**config.mk**
```make
export PLATFORM = sky130hd
export DESIGN_NAME = depth_frame_streamer
export DESIGN_NICKNAME = d
export VERILOG_FILES = /design/src/rtl/depth_frame_streamer.sv
export SDC_FILE = /design/constraint.sdc
export NUM_CORES = 1
export LEC_CHECK = 0
export ABC_AREA = 1
export CAP_MARGIN = 20
export CORE_ASPECT_RATIO = 0.8
export CORE_UTILIZATION = 45
export DETAILED_ROUTE_END_ITERATION = 7
export PLACE_DENSITY = 0.6
export RECOVER_POWER = 100
export REMOVE_ABC_BUFFERS = 1
export SLEW_MARGIN = 20
export SYNTH_ARGS = -nofsm -noshare
export SYNTH_HDL_FRONTEND = slang
export SYNTH_SLANG_ARGS = --single-unit
```
**constraint.sdc**
```tcl
create_clock -name i_CLK -period 6.3 [get_ports i_CLK]
set_clock_uncertainty 0.05 [all_clocks]
set_input_delay 1.26 -clock i_CLK [delete_from_list [all_inputs] [get_ports i_CLK]]
set_output_delay 1.26 -clock i_CLK [all_outputs]
set_load 0.03 [all_outputs]
```
**src/rtl/depth_frame_streamer.sv**
```systemverilog
// Purpose: stream a W x H depth frame from a 1-cycle-latency SRAM onto a valid/ready port.
// Latency: first beat is valid 2 cycles after the FRAME_START pulse, then one beat per cycle.
// Backpressure: a 2-entry output buffer absorbs READY=0; reads stop while the buffer would overfill.
//
// Ports:
//   i_CLK, i_RST                   clock, synchronous active-high reset
//   i_START, i_WIDTH, i_HEIGHT     frame request and dimensions, accepted in IDLE only
//   o_BUSY, o_DONE                 not-idle flag, 1-cycle completion pulse
//   o_FRAME_START, o_FRAME_FINISH  1-cycle framing pulses
//   o_XDS_VALID, i_XDS_READY       beat handshake
//   o_DEPTH, o_XDS_LAST            beat payload and final-beat marker
//   o_SRAM_CEN, o_SRAM_A, i_SRAM_Q read-only SRAM port (CEN active-low)
module depth_frame_streamer #(
    parameter int p_depth_bit        = 8,
    parameter int p_dim_bit          = 10,
    parameter int p_depth_sram_a_bit = 16
) (
    input  logic                          i_CLK,
    input  logic                          i_RST,
    input  logic                          i_START,
    input  logic [p_dim_bit-1:0]          i_WIDTH,
    input  logic [p_dim_bit-1:0]          i_HEIGHT,
    output logic                          o_BUSY,
    output logic                          o_DONE,
    output logic                          o_FRAME_START,
    output logic                          o_FRAME_FINISH,
    output logic                          o_XDS_VALID,
    input  logic                          i_XDS_READY,
    output logic [p_depth_bit-1:0]        o_DEPTH,
    output logic                          o_XDS_LAST,
    output logic                          o_SRAM_CEN,
    output logic [p_depth_sram_a_bit-1:0] o_SRAM_A,
    input  logic [p_depth_bit-1:0]        i_SRAM_Q
);

    localparam int LP_N_BIT = 2 * p_dim_bit;

    typedef enum logic [1:0] {
        S_IDLE   = 2'd0,
        S_START  = 2'd1,
        S_STREAM = 2'd2,
        S_FINISH = 2'd3
    } state_t;

    state_t                r_state;
    logic [LP_N_BIT-1:0]   r_total;
    logic [LP_N_BIT-1:0]   r_issued;
    logic                  r_inflight;
    logic                  r_inflight_last;
    logic                  r_busy;
    logic                  r_done;
    logic                  r_frame_start;
    logic                  r_frame_finish;

    // Output buffer: two entries of {data, last}
    logic [p_depth_bit-1:0] r_mem_dat [2];
    logic                   r_mem_last [2];
    logic                   r_rd_ptr;
    logic                   r_wr_ptr;
    logic [1:0]             r_count;

    logic                   w_valid;
    logic                   w_pop;
    logic                   w_push;
    logic                   w_head_last;
    logic [1:0]             w_occ_after;
    logic                   w_room;
    logic                   w_active;
    logic                   w_issue;
    logic                   w_issue_last;

    assign w_valid     = (r_count != 2'd0);
    assign w_pop       = w_valid & i_XDS_READY;
    assign w_push      = r_inflight;
    assign w_head_last = r_mem_last[r_rd_ptr];

    // Occupancy is counted after this cycle's pop so a read can be issued in
    // the same cycle the head drains; this keeps a READY=1 stream bubble-free
    // while still never holding more than two unconsumed entries.
    assign w_occ_after  = r_count - {1'b0, w_pop};
    assign w_room       = ({1'b0, w_occ_after} + {2'b00, r_inflight}) < 3'd2;
    assign w_active     = (r_state == S_START) || (r_state == S_STREAM);
    assign w_issue      = w_active && w_room && (r_issued < r_total);
    assign w_issue_last = (r_issued == (r_total - LP_N_BIT'(1)));

    assign o_SRAM_CEN     = ~w_issue;
    assign o_SRAM_A       = p_depth_sram_a_bit'(r_issued);
    assign o_XDS_VALID    = w_valid;
    assign o_DEPTH        = r_mem_dat[r_rd_ptr];
    assign o_XDS_LAST     = w_valid & w_head_last;
    assign o_BUSY         = r_busy;
    assign o_DONE         = r_done;
    assign o_FRAME_START  = r_frame_start;
    assign o_FRAME_FINISH = r_frame_finish;

    // Control FSM with registered framing outputs and read-issue bookkeeping
    always_ff @(posedge i_CLK) begin
        if (i_RST) begin
            r_state         <= S_IDLE;
            r_total         <= '0;
            r_issued        <= '0;
            r_inflight      <= 1'b0;
            r_inflight_last <= 1'b0;
            r_busy          <= 1'b0;
            r_done          <= 1'b0;
            r_frame_start   <= 1'b0;
            r_frame_finish  <= 1'b0;
        end else begin
            r_inflight      <= w_issue;
            r_inflight_last <= w_issue & w_issue_last;
            r_frame_start   <= 1'b0;
            r_frame_finish  <= 1'b0;
            r_done          <= 1'b0;
            if (w_issue) begin
                r_issued <= r_issued + LP_N_BIT'(1);
            end
            case (r_state)
                S_IDLE: begin
                    if (i_START) begin
                        r_total       <= LP_N_BIT'(i_WIDTH) * LP_N_BIT'(i_HEIGHT);
                        r_issued      <= '0;
                        r_state       <= S_START;
                        r_busy        <= 1'b1;
                        r_frame_start <= 1'b1;
                    end
                end
                S_START: begin
                    if (r_total == '0) begin
                        r_state        <= S_FINISH;
                        r_frame_finish <= 1'b1;
                        r_done         <= 1'b1;
                    end else begin
                        r_state <= S_STREAM;
                    end
                end
                S_STREAM: begin
                    // Only the final beat carries the last flag, so its handshake ends the frame
                    if (w_pop && w_head_last) begin
                        r_state        <= S_FINISH;
                        r_frame_finish <= 1'b1;
                        r_done         <= 1'b1;
                    end
                end
                S_FINISH: begin
                    r_state <= S_IDLE;
                    r_busy  <= 1'b0;
                end
                default: begin
                    r_state <= S_IDLE;
                    r_busy  <= 1'b0;
                end
            endcase
        end
    end

    // Output buffer: SRAM data lands here the cycle after its read was issued
    always_ff @(posedge i_CLK) begin
        if (i_RST) begin
            for (int i = 0; i < 2; i++) begin
                r_mem_dat[i]  <= '0;
                r_mem_last[i] <= 1'b0;
            end
            r_rd_ptr <= 1'b0;
            r_wr_ptr <= 1'b0;
            r_count  <= 2'd0;
        end else begin
            if (w_push) begin
                r_mem_dat[r_wr_ptr]  <= i_SRAM_Q;
                r_mem_last[r_wr_ptr] <= r_inflight_last;
                r_wr_ptr             <= ~r_wr_ptr;
            end
            if (w_pop) begin
                r_rd_ptr <= ~r_rd_ptr;
            end
            r_count <= r_count + {1'b0, w_push} - {1'b0, w_pop};
        end
    end

endmodule

```
==> results.md <==
* Top_reg_cell synth: dfxtp_1
* Unrepaired setup endpoints after global routing: no
* Share of cells above drive strength 1 at 6.045%
* Comb power frac at 69.1%
* DR pass1 iterations at 5
* Worst Setup End Kind: register
* FMAX at 168.7 MHz
* Via count at 6698
* CP Max Fanout at 6
* Global route overflow at 0
* Slew @ Worst Pin at 1010 ps
* Clock Pin Slew Worst Setup and Hold Paths at 60 ps
* Area Growth Syn to Fin at 14.23%
* ANT cells at 0
* Crit path DAT at 6060 ps
* Tcrit/Tclk final at 94.07%
* Leakage power at 4.890 nW
* Critical path launch point type: primary input
* TNS Setup at 0 ps
* Final core occ at 52.35%
* Post-synth EDFFs at 18
* Global-route wire length before repair at 31100 um
* Worst hold-check path type: reg2reg
* Max-slew violation count at 0
* CTS root buf: clkbuf_16
* P_sw at 2.138 mW
* Maxcap violations at 0
* Mapped Cells at 1103
* Setup Crit Path Kind: in2reg
* Cell Area, Synth at 7939 um^2
* CP Cell Sequence: dlygate4sd3_1 > nand2_1 > fa_1 > inv_1 > fa_1 > fa_1 > fa_1 > inv_1 > fa_1 > inv_1 > ha_1 > inv_1 > o21ai_0 > a21boi_0 > nor2_1 > nor3_1 > nand3_1 > nand3_1 > o21ai_0
* Max VDD drop at 0.2192 mV
* Final std cell area, no fill at 9069 um^2
* Core area at 17320 um^2
* Remaining DRCs at 0
* Final nets at 1331
* Routed wire per std cell at 12.79 um
* # IOs at 63
* CTS tree: yes
* Hold slack final at 402.9 ps
* Die Ht at 120.8 um
* Initial Util at 45.83%
* Distinct cells, synth at 38
* Yosys warning count at 0
* Largest stage delay on the critical path at 710 ps
* Sequential fraction of the synthesis area at 19.92%
* Number of DRC markers in iteration 0 at 360
* Sw Share at 52.47%
* Status: finished, final reports clean
* Pwr Density at 449.4 nW/um^2
* Final WL at 17680 um
* Most used cell, CP: fa_1
* Cts bufs inserted at 9
* Reg power frac at 18.8%
* Post-DP Area at 8790 um^2
* Crit path time final at 5926 ps
* Hold Vio Cnt, Final at 0
* Port Buf Inserts at 62
* Avg Cell Area, Syn at 7.198 um^2
* Internal at 1.937 mW
* Die W at 150.5 um
* Row Count at 43
* Asr flop ratio synth at 0%
* Clock power share at 12.1%
* Pin count of the biggest net entering global routing at 31
* Clock sinks at 70
* Slew margin rel. at 32.61%
* Slowest-stage cell, CP: dlygate4sd3_1
* # H-tree levels at 3
* GRT Total Usage at 21.54%
* Final setup violation count at 0
* CTS Hold Buffers Added at 0
* Number of vias per cell at 4.843
* Die area at 18180 um^2
* Worst skew pair latency at 340 ps
* Final ANT Viol Nets at 0
* GP Congestion at 0.8517
* Max Buffers Root-to-Sink at 2
* Final HPWL DP at 14540 um
* FF+latch count, synth at 70
* Vias in the first global route at 6576
* Crit path required time at 6440 ps
* Initial antenna violation count at 0
==> path summary, 6_finish.rpt <==
kind               start     endpoint  slack [ps]  cells after the start
min reg2reg     r_rd_ptr     register         400                      1
max          i_HEIGHT[1]  r_total[16]         370                     19
max reg2reg   r_count[1]  r_issued[2]        2830                     19
min             r_rd_ptr     register         400                      1
==> placed cells by master (no fill, tap or decap), types with 4 or more instances in the layout <==
cell | netlist | layout
xnor2_1 | 14 | 14
inv_1 | 233 | 234
fa_1 | 62 | 62
nand2_1 | 257 | 257
xor2_1 | 27 | 27
a21oi_1 | 30 | 30
edfxtp_1 | 18 | 18
dlygate4sd3_1 | 0 | 34
nor2_2 | 4 | 4
o21bai_1 | 7 | 7
nor3_1 | 15 | 15
nor2_1 | 104 | 104
mux2_2 | 8 | 8
o22ai_1 | 8 | 8
nand2_2 | 4 | 4
clkbuf_16 | 0 | 9
o21ai_0 | 29 | 29
buf_4 | 17 | 26
nand4_1 | 12 | 12
nor3b_1 | 4 | 4
ha_1 | 84 | 84
nand3_1 | 55 | 55
dfxtp_1 | 52 | 52
clkdlybuf4s50_1 | 0 | 28
nand3b_1 | 4 | 4
nor2_4 | 4 | 4
==> routing by layer <==
layer | vias to the layer above | routed length, um | GRT usage (%)
met2 | 116 | 7225 | 32.40
met4 | 0 | 70 | 3.030
met5 | - | 0 | 0
met3 | 6 | 830 | 3.887
li1 | 3459 | - | -
met1 | 3117 | 9555 | 32.44
==> metrics by stage <==
| stage | power, mW | setup WS [ps] | cells |
|---|---|---|---|
| 3_3_place_gp | 3.588 | 51.23 | 1367 |
| 4_1_cts | 4.137 | 363.8 | 1383 |
| 5_1_grt | 4.579 | 50.57 | 1383 |
| 6_report | 4.076 | 373.8 | 1383 |
| 3_5_place_dp | 3.610 | 7.209 | 1367 |
| 2_1_floorplan | 2.842 | 923.7 | 1051 |
==> worst max-delay path: cells and delay by family <==
kind,cells,cell delay [ps]
AOI/OAI and AO/OA,3,430
adders and majority gates,6,2830
and+or+nand+nor,5,590
buffers and inverters,5,940
==> synthesized netlist by cell type, types with 2 or more instances <==
cell	number	share of area [%]
a21oi_1	30	1.9
buf_2	7	0.44
buf_4	17	1.6
clkbuf_1	26	1.2
dfxtp_1	52	13
edfxtp_1	18	6.8
fa_1	62	16
ha_1	84	13
inv_1	233	11
inv_2	2	0.095
mux2_2	8	1.1
nand2_1	257	12
nand2_2	4	0.32
nand3_1	55	3.5
nand3b_1	4	0.38
nand4_1	12	0.95
nor2_1	104	4.9
nor2_2	4	0.32
nor2_4	4	0.57
nor3_1	15	0.95
nor3_2	3	0.38
nor3b_1	4	0.38
nor4_2	2	0.32
o21ai_0	29	1.8
o21ai_1	2	0.13
o21bai_1	7	0.66
o22ai_1	8	0.63
xnor2_1	14	1.5
xor2_1	27	3.0
==> power groups by stage <==
stage               Clock (mW)  Combinational [mW]  Sequential [mW]
floorplan                    0                2.05            0.795
global placement             0                2.81            0.778
detailed placement           0                2.83            0.778
CTS                      0.507                2.86            0.769
global route             0.527                3.26            0.789
finish                   0.494                2.82            0.765
==> timing repair <==
action                     in CTS  in global routing
resized for setup               0                  1
setup buffers                   0                  0
setup endpoints to repair       0                  1
==> final cells by class <==
| cell class | instances | area, um^2 |
|---|---|---|
| flip-flops and latches | 70 | 1582 |
| well taps | 225 | 281.5 |
| clock buffers | 9 | 225.2 |
| fillers | 1773 | 8255 |
| multi-input cells | 746 | 5206 |
| inverters | 235 | 882.1 |
| repair buffers | 91 | 827.0 |
| clock inverters | 7 | 65.06 |
==> state kept, by name, indices dropped and copies added, names as in the netlist, named ones only <==
| name | flops |
|---|---|
| o_FRAME_FINISH | 1 |
| r_state | 2 |
| r_rd_ptr | 1 |
| r_wr_ptr | 1 |
| r_mem_dat | 16 |
| r_mem_last | 2 |
| r_inflight | 1 |
| o_BUSY | 1 |
| o_FRAME_START | 1 |
| r_total | 20 |
| r_issued | 20 |
| r_count | 2 |
| r_inflight_last | 1 |
==> kinds of logic after synthesis <==
family | Yosys count | share of synthesized area [%]
XOR/XNOR | 41 | 4.523
multiplexers | 9 | 1.261
adder cells (fa/ha/maj) | 146 | 28.87
flip-flops | 70 | 19.92
AND/OR/NAND/NOR | 470 | 25.42
buffers and inverters | 287 | 14.50
AO/OA/AOI/OAI | 80 | 5.501
(Power assumes the default switching activity.)
